[config.mk]
export PLATFORM = sky130hd
export DESIGN_NAME = amb_cozucu
export DESIGN_NICKNAME = d
export VERILOG_FILES = /design/src/rtl/amb_cozucu.sv
export SDC_FILE = /design/constraint.sdc
export NUM_CORES = 1
export LEC_CHECK = 0
export CAP_MARGIN = 30
export CORE_MARGIN = 1
export CORE_UTILIZATION = 43
export DETAILED_ROUTE_END_ITERATION = 10
export PLACE_DENSITY = 0.87
export SLEW_MARGIN = 40
export SYNTH_ARGS = -nofsm -noshare
export SYNTH_HDL_FRONTEND = slang
export SYNTH_SLANG_ARGS = --single-unit
[constraint.sdc]
create_clock -name clk_i -period 2.6 [get_ports clk_i]
set_input_delay 0.26 -clock clk_i [delete_from_list [all_inputs] [get_ports clk_i]]
set_output_delay 0.26 -clock clk_i [all_outputs]
set_load 0.01 [all_outputs]
[src/rtl/amb_cozucu.sv]
// Decode-to-execute stage register for RV32I ALU-class instructions (OP, OP-IMM, LUI, AUIPC).
// Optional illegal-instruction counter output hata_sayisi_o enabled by `define AMB_COZUCU_HATA_SAYACI_EN.

`ifndef AMB_GECIR
`define AMB_GECIR    4'd0
`define AMB_TOPLAMA  4'd1
`define AMB_CIKARMA  4'd2
`define AMB_SLL      4'd3
`define AMB_SLT      4'd4
`define AMB_SLTU     4'd5
`define AMB_XOR      4'd6
`define AMB_SRL      4'd7
`define AMB_SRA      4'd8
`define AMB_OR       4'd9
`define AMB_AND      4'd10
`endif

module amb_cozucu #(
   parameter int VERI_GENISLIGI = 32
) (
   input  logic                      clk_i,
   input  logic                      rst_i,
   input  logic [31:0]               buyruk_i,
   input  logic [VERI_GENISLIGI-1:0] ps_i,
   input  logic [VERI_GENISLIGI-1:0] rs1_deger_i,
   input  logic [VERI_GENISLIGI-1:0] rs2_deger_i,
   input  logic                      gecerli_i,
   output logic                      hazir_o,
   input  logic                      bosalt_i,
   output logic [3:0]                kontrol_o,
   output logic [VERI_GENISLIGI-1:0] deger1_o,
   output logic [VERI_GENISLIGI-1:0] deger2_o,
   output logic [4:0]                rd_o,
   output logic                      yaz_o,
   output logic                      hata_o,
   output logic                      gecerli_o,
   input  logic                      hazir_i
`ifdef AMB_COZUCU_HATA_SAYACI_EN
   ,
   output logic [15:0]               hata_sayisi_o
`endif
);

   localparam logic [6:0] OPC_OP     = 7'b0110011;
   localparam logic [6:0] OPC_OP_IMM = 7'b0010011;
   localparam logic [6:0] OPC_LUI    = 7'b0110111;
   localparam logic [6:0] OPC_AUIPC  = 7'b0010111;
   localparam logic [6:0] F7_SIFIR   = 7'b0000000;
   localparam logic [6:0] F7_ALT     = 7'b0100000;

   logic [6:0]                opcode;
   logic [2:0]                funct3;
   logic [6:0]                funct7;
   logic [4:0]                rd;
   logic [VERI_GENISLIGI-1:0] imm_i;
   logic [VERI_GENISLIGI-1:0] imm_u;
   logic [VERI_GENISLIGI-1:0] shamt;

   logic [3:0]                d_kontrol;
   logic [VERI_GENISLIGI-1:0] d_deger1;
   logic [VERI_GENISLIGI-1:0] d_deger2;
   logic                      d_yasal;
   logic                      d_yaz;
   logic                      kabul;

   assign opcode = buyruk_i[6:0];
   assign rd     = buyruk_i[11:7];
   assign funct3 = buyruk_i[14:12];
   assign funct7 = buyruk_i[31:25];
   assign imm_i  = {{(VERI_GENISLIGI-12){buyruk_i[31]}}, buyruk_i[31:20]};
   assign imm_u  = {buyruk_i[31:12], 12'b0};
   assign shamt  = {{(VERI_GENISLIGI-5){1'b0}}, buyruk_i[24:20]};

   // Stage advances whenever the slot is empty or is being drained this cycle.
   assign hazir_o = !gecerli_o || hazir_i;
   assign kabul   = gecerli_i && hazir_o && !bosalt_i;

   always_comb begin
      d_kontrol = `AMB_GECIR;
      d_deger1  = '0;
      d_deger2  = '0;
      d_yasal   = 1'b0;
      case (opcode)
         OPC_OP: begin
            d_deger1 = rs1_deger_i;
            d_deger2 = rs2_deger_i;
            d_yasal  = 1'b1;
            if (funct7 == F7_SIFIR) begin
               case (funct3)
                  3'b000:  d_kontrol = `AMB_TOPLAMA;
                  3'b001:  d_kontrol = `AMB_SLL;
                  3'b010:  d_kontrol = `AMB_SLT;
                  3'b011:  d_kontrol = `AMB_SLTU;
                  3'b100:  d_kontrol = `AMB_XOR;
                  3'b101:  d_kontrol = `AMB_SRL;
                  3'b110:  d_kontrol = `AMB_OR;
                  default: d_kontrol = `AMB_AND;
               endcase
            end else if (funct7 == F7_ALT && funct3 == 3'b000) begin
               d_kontrol = `AMB_CIKARMA;
            end else if (funct7 == F7_ALT && funct3 == 3'b101) begin
               d_kontrol = `AMB_SRA;
            end else begin
               d_yasal = 1'b0;
            end
         end
         OPC_OP_IMM: begin
            d_deger1 = rs1_deger_i;
            d_deger2 = imm_i;
            d_yasal  = 1'b1;
            case (funct3)
               3'b000: d_kontrol = `AMB_TOPLAMA;
               3'b010: d_kontrol = `AMB_SLT;
               3'b011: d_kontrol = `AMB_SLTU;
               3'b100: d_kontrol = `AMB_XOR;
               3'b110: d_kontrol = `AMB_OR;
               3'b111: d_kontrol = `AMB_AND;
               3'b001: begin
                  d_deger2 = shamt;
                  if (funct7 == F7_SIFIR) d_kontrol = `AMB_SLL;
                  else                    d_yasal   = 1'b0;
               end
               default: begin
                  d_deger2 = shamt;
                  if (funct7 == F7_SIFIR)    d_kontrol = `AMB_SRL;
                  else if (funct7 == F7_ALT) d_kontrol = `AMB_SRA;
                  else                       d_yasal   = 1'b0;
               end
            endcase
         end
         OPC_LUI: begin
            d_kontrol = `AMB_GECIR;
            d_deger2  = imm_u;
            d_yasal   = 1'b1;
         end
         OPC_AUIPC: begin
            d_kontrol = `AMB_TOPLAMA;
            d_deger1  = ps_i;
            d_deger2  = imm_u;
            d_yasal   = 1'b1;
         end
         default: d_yasal = 1'b0;
      endcase
      // Illegal instructions travel downstream as a harmless pass-through.
      if (!d_yasal) begin
         d_kontrol = `AMB_GECIR;
         d_deger1  = '0;
         d_deger2  = '0;
      end
   end

   assign d_yaz = d_yasal && (rd != 5'd0);

   always_ff @(posedge clk_i) begin
      if (rst_i) begin
         gecerli_o <= 1'b0;
         kontrol_o <= `AMB_GECIR;
         deger1_o  <= '0;
         deger2_o  <= '0;
         rd_o      <= '0;
         yaz_o     <= 1'b0;
         hata_o    <= 1'b0;
      end else if (bosalt_i) begin
         gecerli_o <= 1'b0;
      end else if (kabul) begin
         gecerli_o <= 1'b1;
         kontrol_o <= d_kontrol;
         deger1_o  <= d_deger1;
         deger2_o  <= d_deger2;
         rd_o      <= rd;
         yaz_o     <= d_yaz;
         hata_o    <= !d_yasal;
      end else if (hazir_i) begin
         gecerli_o <= 1'b0;
      end
   end

`ifdef AMB_COZUCU_HATA_SAYACI_EN
   always_ff @(posedge clk_i) begin
      if (rst_i) begin
         hata_sayisi_o <= '0;
      end else if (kabul && !d_yasal && hata_sayisi_o != 16'hFFFF) begin
         hata_sayisi_o <= hata_sayisi_o + 16'd1;
      end
   end
`endif

endmodule

==> results.json <==
{
  "syn_area_per_cell_sq_um": 8.75,
  "die_w_microns": 97.8,
  "hp-class": "primary input to flop",
  "status": "complete, but fails checks",
  "p_int_mw": 1.88,
  "vias": 3982,
  "core-area_sq_um": 8810,
  "setup_viol": 0,
  "finalWorstSetupSlack_ns": 0.526,
  "cp_slowest_cell": "clkdlybuf4s50_1",
  "pwr-share-clk": 0.349,
  "diodes": 0,
  "clockRootBuffer": "clkbuf_8",
  "pwr-share-seq": 0.464,
  "fin_crit_ns": 2.07,
  "drive_above_1_share": 0.174,
  "cts_setup_buffers": 0,
  "num-nets-final": 785,
  "die_area_sq_um": 9560,
  "yosys.cell_types.count": 51,
  "rsz0062_at_grt": "no",
  "routed_wl_microns": 11900,
  "start_kind": "primary input",
  "multiInputGateArea_sq_um": 2090,
  "p_sw_uw": 645,
  "cp_top_family": "buffers and inverters",
  "dp_hpwl_microns": 9210,
  "cts_buffers": 9,
  "holdWs_ns": 0.386,
  "critPathBufInv": 2,
  "antenna_found_initial": 0,
  "ys_seq_elements": 76,
  "numPortBuffers": 209,
  "violations": "design-rule violations",
  "overflow": 0,
  "initial_utilization": 0.448,
  "clock-sinks": 76,
  "ios": 210,
  "ir_drop_uv": 245,
  "slowest_delay_ns": 0.65,
  "die_y_microns": 97.8,
  "grt_pass1_vias": 3907,
  "max_freq_mhz": 482,
  "area_growth_pct": 57.7,
  "power.total_mw": 2.53,
  "finalSetupTns_ns": 0,
  "cp-end-kind": "flop",
  "tightest_slew_ns": 0.505,
  "cp.arrival_ns": 2.31,
  "skew_ns": 0.0102,
  "cts_resized": 0,
  "rows": 34,
  "first_iter_violations": 157,
  "p_per_area_nw_per_um2": 406,
  "power_frac_comb": 0.187,
  "finalHoldViolations": 0,
  "required_ns": 2.83,
  "yosysSeqAreaShare": 0.386,
  "clk_pin_slew_worst_paths_ns": 0.08,
  "synth_flop_cell": "dfxtp_1",
  "drt-vias-per-instance": 5.21,
  "track_usage": 0.247,
  "min_period_over_period": 0.798,
  "seq_area_sq_um": 1520,
  "slew_viol_final": 0,
  "postSynthCellCount": 451,
  "cts-hold-fix-buffers": 0,
  "cap_violations": 0,
  "place_congestion": 0.901,
  "drc": 30,
  "h-tree-depth": 3,
  "dp_slack_ns": 0.192,
  "ys_async_sr_fraction": 0,
  "ant_nets": 0,
  "grt_start_max_net_pins": 37,
  "path_cells": "clkdlybuf4s50_1 -> nand2b_4 -> a311o_1 -> a22oi_2 -> or2_4 -> buf_12 -> o21ai_2",
  "first_pass_iters": 8,
  "yosys_warnings": 0,
  "netlist_area_sq_um": 3950,
  "mappedNetlistNets": 584,
  "p_leak_nw": 2.36,
  "worst-path-max-fanout": 19,
  "synth_edf_count": 0,
  "grt_first_pass_wirelength_microns": 18900,
  "p_sw_frac": 0.255,
  "cts_tree": "done",
  "maxSlewHeadroom": 0.662,
  "path_class": "primary input to flop",
  "cts_buffer_depth": 2,
  "n_fill_cell": 674,
  "clk_latency_ns": 0.34,
  "routedWlPerCell_microns": 15.6
}
cell usage in the layout (no fill, tap or decap), types with 5 or more instances in the layout:
| master | synthesis | final |
|---|---|---|
| nand2_1 | 85 | 85 |
| and3_2 | 6 | 6 |
| mux2i_1 | 11 | 11 |
| o21ai_2 | 60 | 60 |
| clkbuf_8 | 0 | 9 |
| and2b_1 | 29 | 29 |
| a21oi_1 | 79 | 79 |
| nor2_1 | 11 | 10 |
| o21ai_0 | 6 | 6 |
| clkdlybuf4s50_1 | 0 | 208 |
| buf_4 | 1 | 15 |
| nor2b_1 | 6 | 5 |
| dfxtp_1 | 76 | 76 |
synth_stat cells (all sizes together), types with 2 or more instances:
cell type,count,area share
a21oi,79,0.10
a22o,3,0.0070
a32o,2,0.0051
and2b,30,0.057
and3,6,0.011
buf,13,0.044
clkbuf,15,0.014
dfxtp,76,0.39
dlygate4sd1,8,0.018
inv,3,0.0029
mux2i,11,0.028
nand2,85,0.081
nand2b,3,0.0067
nand3,2,0.0025
nor2,11,0.010
nor2b,6,0.0095
nor3,3,0.0038
nor3b,2,0.0038
nor4b,2,0.0060
o21a,2,0.0038
o21ai,66,0.14
xor2,2,0.0044
path summary, 6_finish.rpt:
path | cells past startpoint | from | slack, ns | end
setup / recovery | 7 | buyruk_i[12] | 0.53 | deger1_o[25]$_SDFFE_PP0P_
setup reg to reg | 7 | gecerli_o$_SDFFE_PP0P_ | 0.54 | deger2_o[28]$_SDFFE_PP0P_
hold / removal | 3 | buyruk_i[2] | 0.39 | deger2_o[15]$_SDFFE_PP0P_
hold reg to reg | 2 | deger1_o[2]$_SDFFE_PP0P_ | 0.46 | deger1_o[2]$_SDFFE_PP0P_
power by group through the flow:
stage          registers [mW]  clock network [mW]  logic, mW
3_5_place_dp             1.20                   0      0.470
6_report                 1.17               0.883      0.473
4_1_cts                  1.17               0.894      0.472
5_1_grt                  1.17               0.952      0.508
2_1_floorplan            1.20                   0      0.201
3_3_place_gp             1.20                   0      0.456
metrics by stage:
step / std cells / area [sq um] / util
floorplan: 451 / 3950 / -
global placement: 747 / 6000 / 0.682
detailed placement: 749 / 6030 / 0.685
CTS: 765 / 6220 / 0.707
global route: 765 / 6220 / 0.707
finish: 765 / 6220 / 0.707
area by class of cell:
class	instances	area share
Clock buffer	9	0.0199
Multi-Input combinational cell	334	0.337
Timing Repair Buffer	228	0.365
Tap cell	108	0.0217
Clock inverter	7	0.0109
Sequential cell	76	0.244
Inverter	3	0.00181
registers in the layout (all words and copies together), names as in the netlist:
name / cells
deger2_o: 32
deger1_o: 32
kontrol_o: 4
gecerli_o: 1
rd_o: 5
hata_o: 1
yaz_o: 1
cells by family (layout without fill, tap and decap cells):
| logic type | Yosys count | in the layout | share of synthesized area |
|---|---|---|---|
| AO/OA/AOI/OAI | 163 | 163 | 0.282 |
| multiplexers | 11 | 11 | 0.0279 |
| XOR/XNOR | 2 | 2 | 0.00444 |
| AND/OR/NAND/NOR | 158 | 158 | 0.213 |
| flip-flops | 76 | 76 | 0.386 |
| buffers and inverters | 41 | 247 | 0.0869 |
tightest hold or removal path, cell delays in order:
cell and delay [ns]:
buf_2 0.18, a21oi_1 0.19, o21ai_2 0.06
per-layer routing:
metal,wire length (microns),vias up,global-route usage
met2,6380,154,0.475
met1,4660,1839,0.269
met3,691,19,0.0487
met4,202,0,0.0839
li1,-,1970,-
met5,0,-,0
Note: power is estimated with default switching activity, not from simulation.
